`config.mk`:
```
export PLATFORM = sky130hd
export DESIGN_NAME = hawk_tol_ht_mngr
export DESIGN_NICKNAME = d
export VERILOG_FILES = /design/src/rtl/hawk_tol_ht_mngr.sv
export SDC_FILE = /design/constraint.sdc
export NUM_CORES = 1
export LEC_CHECK = 0
export BUFFER_PORTS_ARGS = -buffer_cell sky130_fd_sc_hd__buf_2
export CAP_MARGIN = 30
export CORE_AREA = 2 2 137 139
export DETAILED_ROUTE_END_ITERATION = 7
export DIE_AREA = 0 0 139 141
export PLACE_DENSITY = 0.85
export SYNTH_ARGS = -nofsm -noshare
export SYNTH_HDL_FRONTEND = slang
export SYNTH_SLANG_ARGS = --single-unit
```
`constraint.sdc`:
```
create_clock -name clk_i -period 7.5 [get_ports clk_i]
set_input_delay 1.5 -clock clk_i [delete_from_list [all_inputs] [get_ports clk_i]]
set_output_delay 1.5 -clock clk_i [all_outputs]
set_load 0.1 [all_outputs]
```
`src/rtl/hawk_tol_ht_mngr.sv`:
```
`default_nettype none
// ============================================================================
//  Module   : hawk_tol_ht_mngr
//  Purpose  : Head/tail manager for singly linked entry lists (POP_HEAD /
//             PUSH_TAIL), with list initialisation walk after reset.
//             Optional per-list occupancy counters: HACD_TOL_CNT_EN
//  Revision : 1.0 - initial release
// ============================================================================
module hawk_tol_ht_mngr #(
  parameter  int NUM_IFL       = 1,
  parameter  int ID_W          = 18,
  parameter  int INIT_FREE_CNT = 4,
  localparam int NUM_LISTS     = 4 + NUM_IFL,
  localparam int LIST_W        = ($clog2(NUM_LISTS) > 3) ? $clog2(NUM_LISTS) : 3,
  localparam int CNT_W         = ID_W + 1
) (
  input  logic                       clk_i,
  input  logic                       rst_i,
  input  logic                       req_valid_i,
  output logic                       req_ready_o,
  input  logic                       req_op_i,
  input  logic [LIST_W-1:0]          req_list_i,
  input  logic [ID_W-1:0]            req_id_i,
  output logic                       resp_valid_o,
  output logic [ID_W-1:0]            resp_id_o,
  output logic                       resp_err_o,
  output logic [NUM_LISTS*ID_W-1:0]  head_o,
  output logic [NUM_LISTS*ID_W-1:0]  tail_o,
  output logic [NUM_LISTS-1:0]       empty_o,
  output logic [NUM_LISTS*CNT_W-1:0] count_o,
  output logic                       init_done_o
);

  localparam int                c_LST_NULLIFY = 0;
  localparam int                c_LST_FREE    = 1;
  localparam logic              c_OP_PUSH     = 1'b1;
  localparam logic [ID_W-1:0]   c_NULL        = '0;
  localparam logic [LIST_W-1:0] c_LAST_IDX    = LIST_W'(NUM_LISTS - 1);

  typedef enum logic [0:0] {
    ST_INIT = 1'b0,
    ST_IDLE = 1'b1
  } state_t;

  state_t              r_state;
  state_t              w_state_nxt;
  logic [LIST_W-1:0]   r_init_idx;
  logic [LIST_W-1:0]   w_init_idx_nxt;
  logic                w_ready;

  logic [ID_W-1:0]     w_head [NUM_LISTS];
  logic [ID_W-1:0]     w_tail [NUM_LISTS];
  logic [NUM_LISTS-1:0] w_sel;
  logic [NUM_LISTS-1:0] w_init_wr;
  logic [NUM_LISTS-1:0] w_upd;

  logic                w_accept;
  logic                w_list_ok;
  logic [ID_W-1:0]     w_old_head;
  logic [ID_W-1:0]     w_old_tail;
  logic                w_old_empty;
  logic                w_cnt_full;
  logic                w_err;
  logic                w_do;
  logic [ID_W-1:0]     w_head_nxt;
  logic [ID_W-1:0]     w_tail_nxt;
  logic [ID_W-1:0]     w_resp_id;

  logic                r_resp_valid;
  logic                r_resp_err;
  logic [ID_W-1:0]     r_resp_id;

  // --------------------------------------------------------------------------
  // Control FSM: walk every list once after reset, then serve requests
  // --------------------------------------------------------------------------
  always_ff @(posedge clk_i) begin
    if (rst_i) begin
      r_state    <= ST_INIT;
      r_init_idx <= '0;
    end else begin
      r_state    <= w_state_nxt;
      r_init_idx <= w_init_idx_nxt;
    end
  end

  always_comb begin
    w_state_nxt    = r_state;
    w_init_idx_nxt = r_init_idx;
    w_ready        = 1'b0;
    case (r_state)
      ST_INIT: begin
        if (r_init_idx == c_LAST_IDX) begin
          w_state_nxt    = ST_IDLE;
          w_init_idx_nxt = '0;
        end else begin
          w_init_idx_nxt = r_init_idx + LIST_W'(1);
        end
      end
      ST_IDLE: begin
        w_ready = 1'b1;
      end
      default: begin
        w_state_nxt = ST_INIT;
      end
    endcase
  end

  assign req_ready_o = w_ready;
  assign init_done_o = (r_state == ST_IDLE);
  assign w_accept    = req_valid_i && w_ready;

  // --------------------------------------------------------------------------
  // Request decode; code 0 and codes past the last list select nothing
  // --------------------------------------------------------------------------
  always_comb begin
    w_sel     = '0;
    w_init_wr = '0;
    for (int i = 0; i < NUM_LISTS; i++) begin
      w_sel[i]     = (i != c_LST_NULLIFY) && (req_list_i == LIST_W'(i));
      w_init_wr[i] = (r_state == ST_INIT) && (r_init_idx == LIST_W'(i));
    end
  end

  assign w_list_ok = |w_sel;

  always_comb begin
    w_old_head = c_NULL;
    w_old_tail = c_NULL;
    for (int i = 0; i < NUM_LISTS; i++) begin
      if (w_sel[i]) begin
        w_old_head = w_head[i];
        w_old_tail = w_tail[i];
      end
    end
  end

  assign w_old_empty = (w_old_head == c_NULL);

  always_comb begin
    w_err = 1'b0;
    if (!w_list_ok) begin
      w_err = 1'b1;
    end else if (req_op_i == c_OP_PUSH) begin
      w_err = (req_id_i == c_NULL) || w_cnt_full;
    end else begin
      w_err = w_old_empty;
    end
  end

  assign w_do  = w_accept && !w_err;
  assign w_upd = w_do ? w_sel : '0;

  // Only the selected list is written, so one shared next-value is enough
  always_comb begin
    w_head_nxt = w_old_head;
    w_tail_nxt = w_old_tail;
    w_resp_id  = w_old_head;
    if (req_op_i == c_OP_PUSH) begin
      w_resp_id  = w_old_tail;
      w_tail_nxt = req_id_i;
      if (w_old_empty) begin
        w_head_nxt = req_id_i;
      end
    end else if (w_old_head == w_old_tail) begin
      w_head_nxt = c_NULL;
      w_tail_nxt = c_NULL;
    end else begin
      w_head_nxt = req_id_i;
    end
  end

  // --------------------------------------------------------------------------
  // Per-list head/tail (and optional occupancy) registers
  // --------------------------------------------------------------------------
`ifdef HACD_TOL_CNT_EN
  localparam logic [CNT_W-1:0] c_CNT_MAX = {1'b0, {ID_W{1'b1}}};
  logic [CNT_W-1:0] w_cnt [NUM_LISTS];
  logic [CNT_W-1:0] w_old_cnt;

  always_comb begin
    w_old_cnt = '0;
    for (int i = 0; i < NUM_LISTS; i++) begin
      if (w_sel[i]) begin
        w_old_cnt = w_cnt[i];
      end
    end
  end

  assign w_cnt_full = (w_old_cnt == c_CNT_MAX);

  always_comb begin
    count_o = '0;
    for (int i = 0; i < NUM_LISTS; i++) begin
      count_o[i*CNT_W +: CNT_W] = w_cnt[i];
    end
  end
`else
  assign w_cnt_full = 1'b0;
  assign count_o    = '0;
`endif

  generate
    for (genvar i = 0; i < NUM_LISTS; i++) begin : g_list
      localparam logic [ID_W-1:0] c_INIT_HEAD = (i == c_LST_FREE) ? ID_W'(1) : c_NULL;
      localparam logic [ID_W-1:0] c_INIT_TAIL = (i == c_LST_FREE) ? ID_W'(INIT_FREE_CNT) : c_NULL;
      logic [ID_W-1:0] r_head;
      logic [ID_W-1:0] r_tail;

      always_ff @(posedge clk_i) begin
        if (rst_i) begin
          r_head <= c_NULL;
          r_tail <= c_NULL;
        end else if (w_init_wr[i]) begin
          r_head <= c_INIT_HEAD;
          r_tail <= c_INIT_TAIL;
        end else if (w_upd[i]) begin
          r_head <= w_head_nxt;
          r_tail <= w_tail_nxt;
        end
      end

      assign w_head[i] = r_head;
      assign w_tail[i] = r_tail;

`ifdef HACD_TOL_CNT_EN
      localparam logic [CNT_W-1:0] c_INIT_CNT = (i == c_LST_FREE) ? CNT_W'(INIT_FREE_CNT) : '0;
      logic [CNT_W-1:0] r_cnt;

      always_ff @(posedge clk_i) begin
        if (rst_i) begin
          r_cnt <= '0;
        end else if (w_init_wr[i]) begin
          r_cnt <= c_INIT_CNT;
        end else if (w_upd[i]) begin
          r_cnt <= (req_op_i == c_OP_PUSH) ? r_cnt + CNT_W'(1) : r_cnt - CNT_W'(1);
        end
      end

      assign w_cnt[i] = r_cnt;
`endif
    end
  endgenerate

  always_comb begin
    head_o  = '0;
    tail_o  = '0;
    empty_o = '0;
    for (int i = 0; i < NUM_LISTS; i++) begin
      head_o[i*ID_W +: ID_W] = w_head[i];
      tail_o[i*ID_W +: ID_W] = w_tail[i];
      empty_o[i]             = (w_head[i] == c_NULL);
    end
  end

  // --------------------------------------------------------------------------
  // Registered response; id/err are forced low outside the strobe
  // --------------------------------------------------------------------------
  always_ff @(posedge clk_i) begin
    if (rst_i) begin
      r_resp_valid <= 1'b0;
      r_resp_err   <= 1'b0;
      r_resp_id    <= c_NULL;
    end else begin
      r_resp_valid <= w_accept;
      r_resp_err   <= w_accept && w_err;
      r_resp_id    <= w_do ? w_resp_id : c_NULL;
    end
  end

  assign resp_valid_o = r_resp_valid;
  assign resp_err_o   = r_resp_err;
  assign resp_id_o    = r_resp_id;

endmodule
`default_nettype wire

```
==> results.md <==
- All-Layer GR Usage: 0.3498
- Unrepaired setup endpoints after global routing: false
- Routed vias: 10217
- Fraction of power consumed by sequential logic: 0.383
- CP Launch Type: input pin
- Mean cell area of the mapped netlist: 8.728 um^2
- WHS Endpoint: g_list[4].r_tail[10]
- Register area: 3363 um^2
- PnR worst setup slack: 1.927 ns
- Post-route fraction of the period consumed by the critical path: 0.7431
- Sinks on Clock Net: 168
- Minimum period implied by the final worst setup slack: 5.573 ns
- Post-detailed-routing wire length: 35810 um
- Total global routing overflow: 0
- Number of failing hold endpoints at the final stage: 0
- Yosys reg bits: 168
- Share of post-route cells with drive strength above 1: 0.2408
- Relative slew slack: 0.2561
- Synth area leader: sky130_fd_sc_hd__dfxtp_1
- Count of unique library cells instantiated by Yosys: 68
- Setup Skew: 0.01017 ns
- Main area contributors after synthesis: sky130_fd_sc_hd__dfxtp_1 33%, sky130_fd_sc_hd__buf_4 11%, sky130_fd_sc_hd__a31oi_1 6.7%
- Final antenna-violating net count: 0
- Number of instances in the placed design: 1499
- Worst-Skew Late Latency: 0.44 ns
- Mean number of vias per cell: 6.660
- Setup-failing EPs final: 0
- Proportion of synthesized chip area in sequential cells: 0.3348
- Path type of the worst setup path: in2reg
- Post-layout net count: 1317
- Post-synth top area share: 0.3348
- Result of the run: complete, no violations
- Startpoint of the worst-slack reg-to-reg timing path: g_list[1].r_head[7]
- Cell row count: 50
- Post-synth ARST share: 0
- Slew @ Worst Pin: 1.113 ns
- Total Neg Setup Slack: 0 ns
- Cell count after synthesis: 1151
- CTS Buf Count: 17
- Post CTS Setup Buffer Count: 0
- Gate power share: 0.256
- Reg2reg setup slack: 3.70 ns
- Crit end category: register
- Largest net degree at the start of global routing: 70
- Yosys warning total: 0
- Share of total power in the clock network: 0.360
- Number of antenna violations at the first check in global routing: 0
- DP HPWL: 24770 um
- Data required time at the worst endpoint: 7.78 ns
- Final routed wire length divided by cell count: 23.34 um
- Destination of the worst register-to-register timing path: g_list[4].r_tail[4]
- Switching pwr: 0.9210 mW
- Number of buffers on the longest clock path: 2
- Hold_sp: g_list[4].r_tail[10]
- Clock tree from TritonCTS: yes
- Starting Density: 0.5499
- CTS Hold Buffers Added: 0
- Cells on Worst Hold Path: 2
- Static Leak: 4.718 nW
- Largest voltage drop on the vdd net: 0.1704 mV
- Number of buffers inserted by port buffering: 194
- Data arrival, critical path: 5.85 ns
- Internal power consumption: 1.461 mW
- Starting DRC count in detailed routing: 1405
- Maximum achievable frequency: 179.4 MHz
- Power consumption: 2.383 mW
- Number of ports placed on the die boundary: 327
- Chip Width: 139 um
- Synthesized area: 10050 um^2
- Switching part of the total power: 0.3866
- Overall die area: 19600 um^2
- Last weighted congestion value of the routability-driven placer: 1.022
- Area grow syn2layout: 11.23%
- DRC Markers: 0
- CTS clock-pin slew for the worst setup and hold paths: 0.06 ns
- Max-cap violation count: 0
- Number of pins exceeding their max-slew limit in the final report: 0
- Vias in the first global route: 8937
- Number of H-tree levels: 4
- Finished Layout Cells: 1534
- Chip height: 141 um
- First-pass iteration count of the detailed router: 7
- Dominant synthesized flop cell: sky130_fd_sc_hd__dfxtp_1
- Clk root buf: sky130_fd_sc_hd__clkbuf_16
- CTS resizes: 0
- Placeable core region: 18270 um^2
- Antenna cells: 0
- First-pass GRT wire length: 53580 um
- Total area of multi-input combinational cells: 5563 um^2
- Critical Path Fanout Max: 37
- PD cells: 213.2 nW/um^2
- Filler Cells Inserted: 1651
- EDFF count, synth: 0
- Type of the tightest min-delay check: reg2reg
- Pre-CTS setup slack: 1.593 ns
- R2r worst-path depth: 8
critical path: stages:
cell                       delay, ns
sky130_fd_sc_hd__buf_2          0.58
sky130_fd_sc_hd__nand2b_1       0.59
sky130_fd_sc_hd__buf_4          0.41
sky130_fd_sc_hd__o32ai_1        0.48
sky130_fd_sc_hd__a21oi_1        0.11
sky130_fd_sc_hd__and3_1         0.34
sky130_fd_sc_hd__a211oi_4       0.24
sky130_fd_sc_hd__buf_4          0.47
sky130_fd_sc_hd__and2_2         0.83
sky130_fd_sc_hd__a311oi_1       0.23
power groups by stage:
stage | clock network [mW] | registers [mW] | logic (mW)
5_1_grt | 0.899 | 0.914 | 0.627
3_3_place_gp | 0 | 0.932 | 0.583
2_1_floorplan | 0 | 0.967 | 0.525
4_1_cts | 0.855 | 0.913 | 0.591
6_report | 0.859 | 0.913 | 0.611
3_5_place_dp | 0 | 0.933 | 0.590
cells in the mapped netlist (12+ instances only):
library cell and number:
sky130_fd_sc_hd__a211oi_1 14, sky130_fd_sc_hd__a21oi_1 61, sky130_fd_sc_hd__a311oi_1 38, sky130_fd_sc_hd__a31oi_1 107
sky130_fd_sc_hd__buf_2 16, sky130_fd_sc_hd__buf_4 143, sky130_fd_sc_hd__clkbuf_1 57, sky130_fd_sc_hd__dfxtp_1 168
sky130_fd_sc_hd__inv_1 39, sky130_fd_sc_hd__mux2i_1 29, sky130_fd_sc_hd__nand2_1 31, sky130_fd_sc_hd__nor2_1 46
sky130_fd_sc_hd__nor3_1 22, sky130_fd_sc_hd__nor4_1 18, sky130_fd_sc_hd__o211ai_4 18, sky130_fd_sc_hd__o21ai_0 129
sky130_fd_sc_hd__o21ai_2 12, sky130_fd_sc_hd__o32ai_1 18, sky130_fd_sc_hd__xor2_1 12
through the flow:
step | cell area (um^2) | hold slack, ns | utilization
detailed placement | 10530 | 0.5317 | 0.5765
finish | 11170 | 0.5390 | 0.6117
global route | 11170 | 0.5734 | 0.6117
floorplan | 10530 | 0.5080 | -
global placement | 10500 | 0.5275 | 0.5746
CTS | 11100 | 0.5386 | 0.6076
cell type report:
class                   count  area share
multi-input cells         844      0.4978
flip-flops and latches    168      0.3010
repair buffers            217      0.1111
clock buffers              23     0.04277
well taps                 234     0.02620
inverters                  39     0.01310
clock inverters             9    0.008062
sequential cells by signal (all words and copies together), names as in the netlist:
| name | flops |
|---|---|
| g_list.r_head | 72 |
| resp_valid_o | 1 |
| resp_err_o | 1 |
| r_init_idx | 3 |
| init_done_o | 1 |
| g_list.r_tail | 72 |
| resp_id_o | 18 |
worst max path at each step:
stage / startpoint / to / slack [ns] / cells past startpoint
2_1_floorplan: g_list[4].r_head[4] / empty_o[4] / 1.98 / 3
3_3_place_gp: req_list_i[0] / g_list[4].r_tail[1] / 1.59 / 10
3_5_place_dp: req_list_i[0] / g_list[4].r_head[12] / 1.59 / 10
4_1_cts: req_list_i[0] / g_list[4].r_head[12] / 2.06 / 10
5_1_grt: req_list_i[1] / g_list[4].r_tail[7] / 1.87 / 10
6_report: req_list_i[1] / g_list[4].r_tail[4] / 1.93 / 10
cells by family after synthesis:
family | share of synthesized area
compound gates | 0.3423
xor+xnor | 0.01395
fa+ha+maj | 0.006227
buf+inv | 0.1675
flops | 0.3348
mux | 0.03786
other cells | 0.0007476
simple gates | 0.09665
metal layers:
layer	global-route usage	vias to the layer above	part of all wire
li1	-	4370	-
met1	0.4568	4775	0.37
met2	0.5424	915	0.45
met3	0.08322	157	0.13
met4	0.1786	0	0.049
met5	0	-	0
cells in the final DEF (no fill, tap or decap), drive strengths merged, types with 7 or more instances in the layout:
cell and count:
a211oi 25, a21o 11, a21oi 61, a22oi 7, a311oi 39, a31oi 107
buf 217, clkbuf 23, conb 132, dfxtp 168, inv 41, mux2 8
mux2i 29, nand2 31, nor2 46, nor2b 9, nor3 22, nor4 19
nor4bb 8, o211ai 23, o21a 8, o21ai 141, o32ai 18, xor2 12
(Power assumes the default switching activity.)
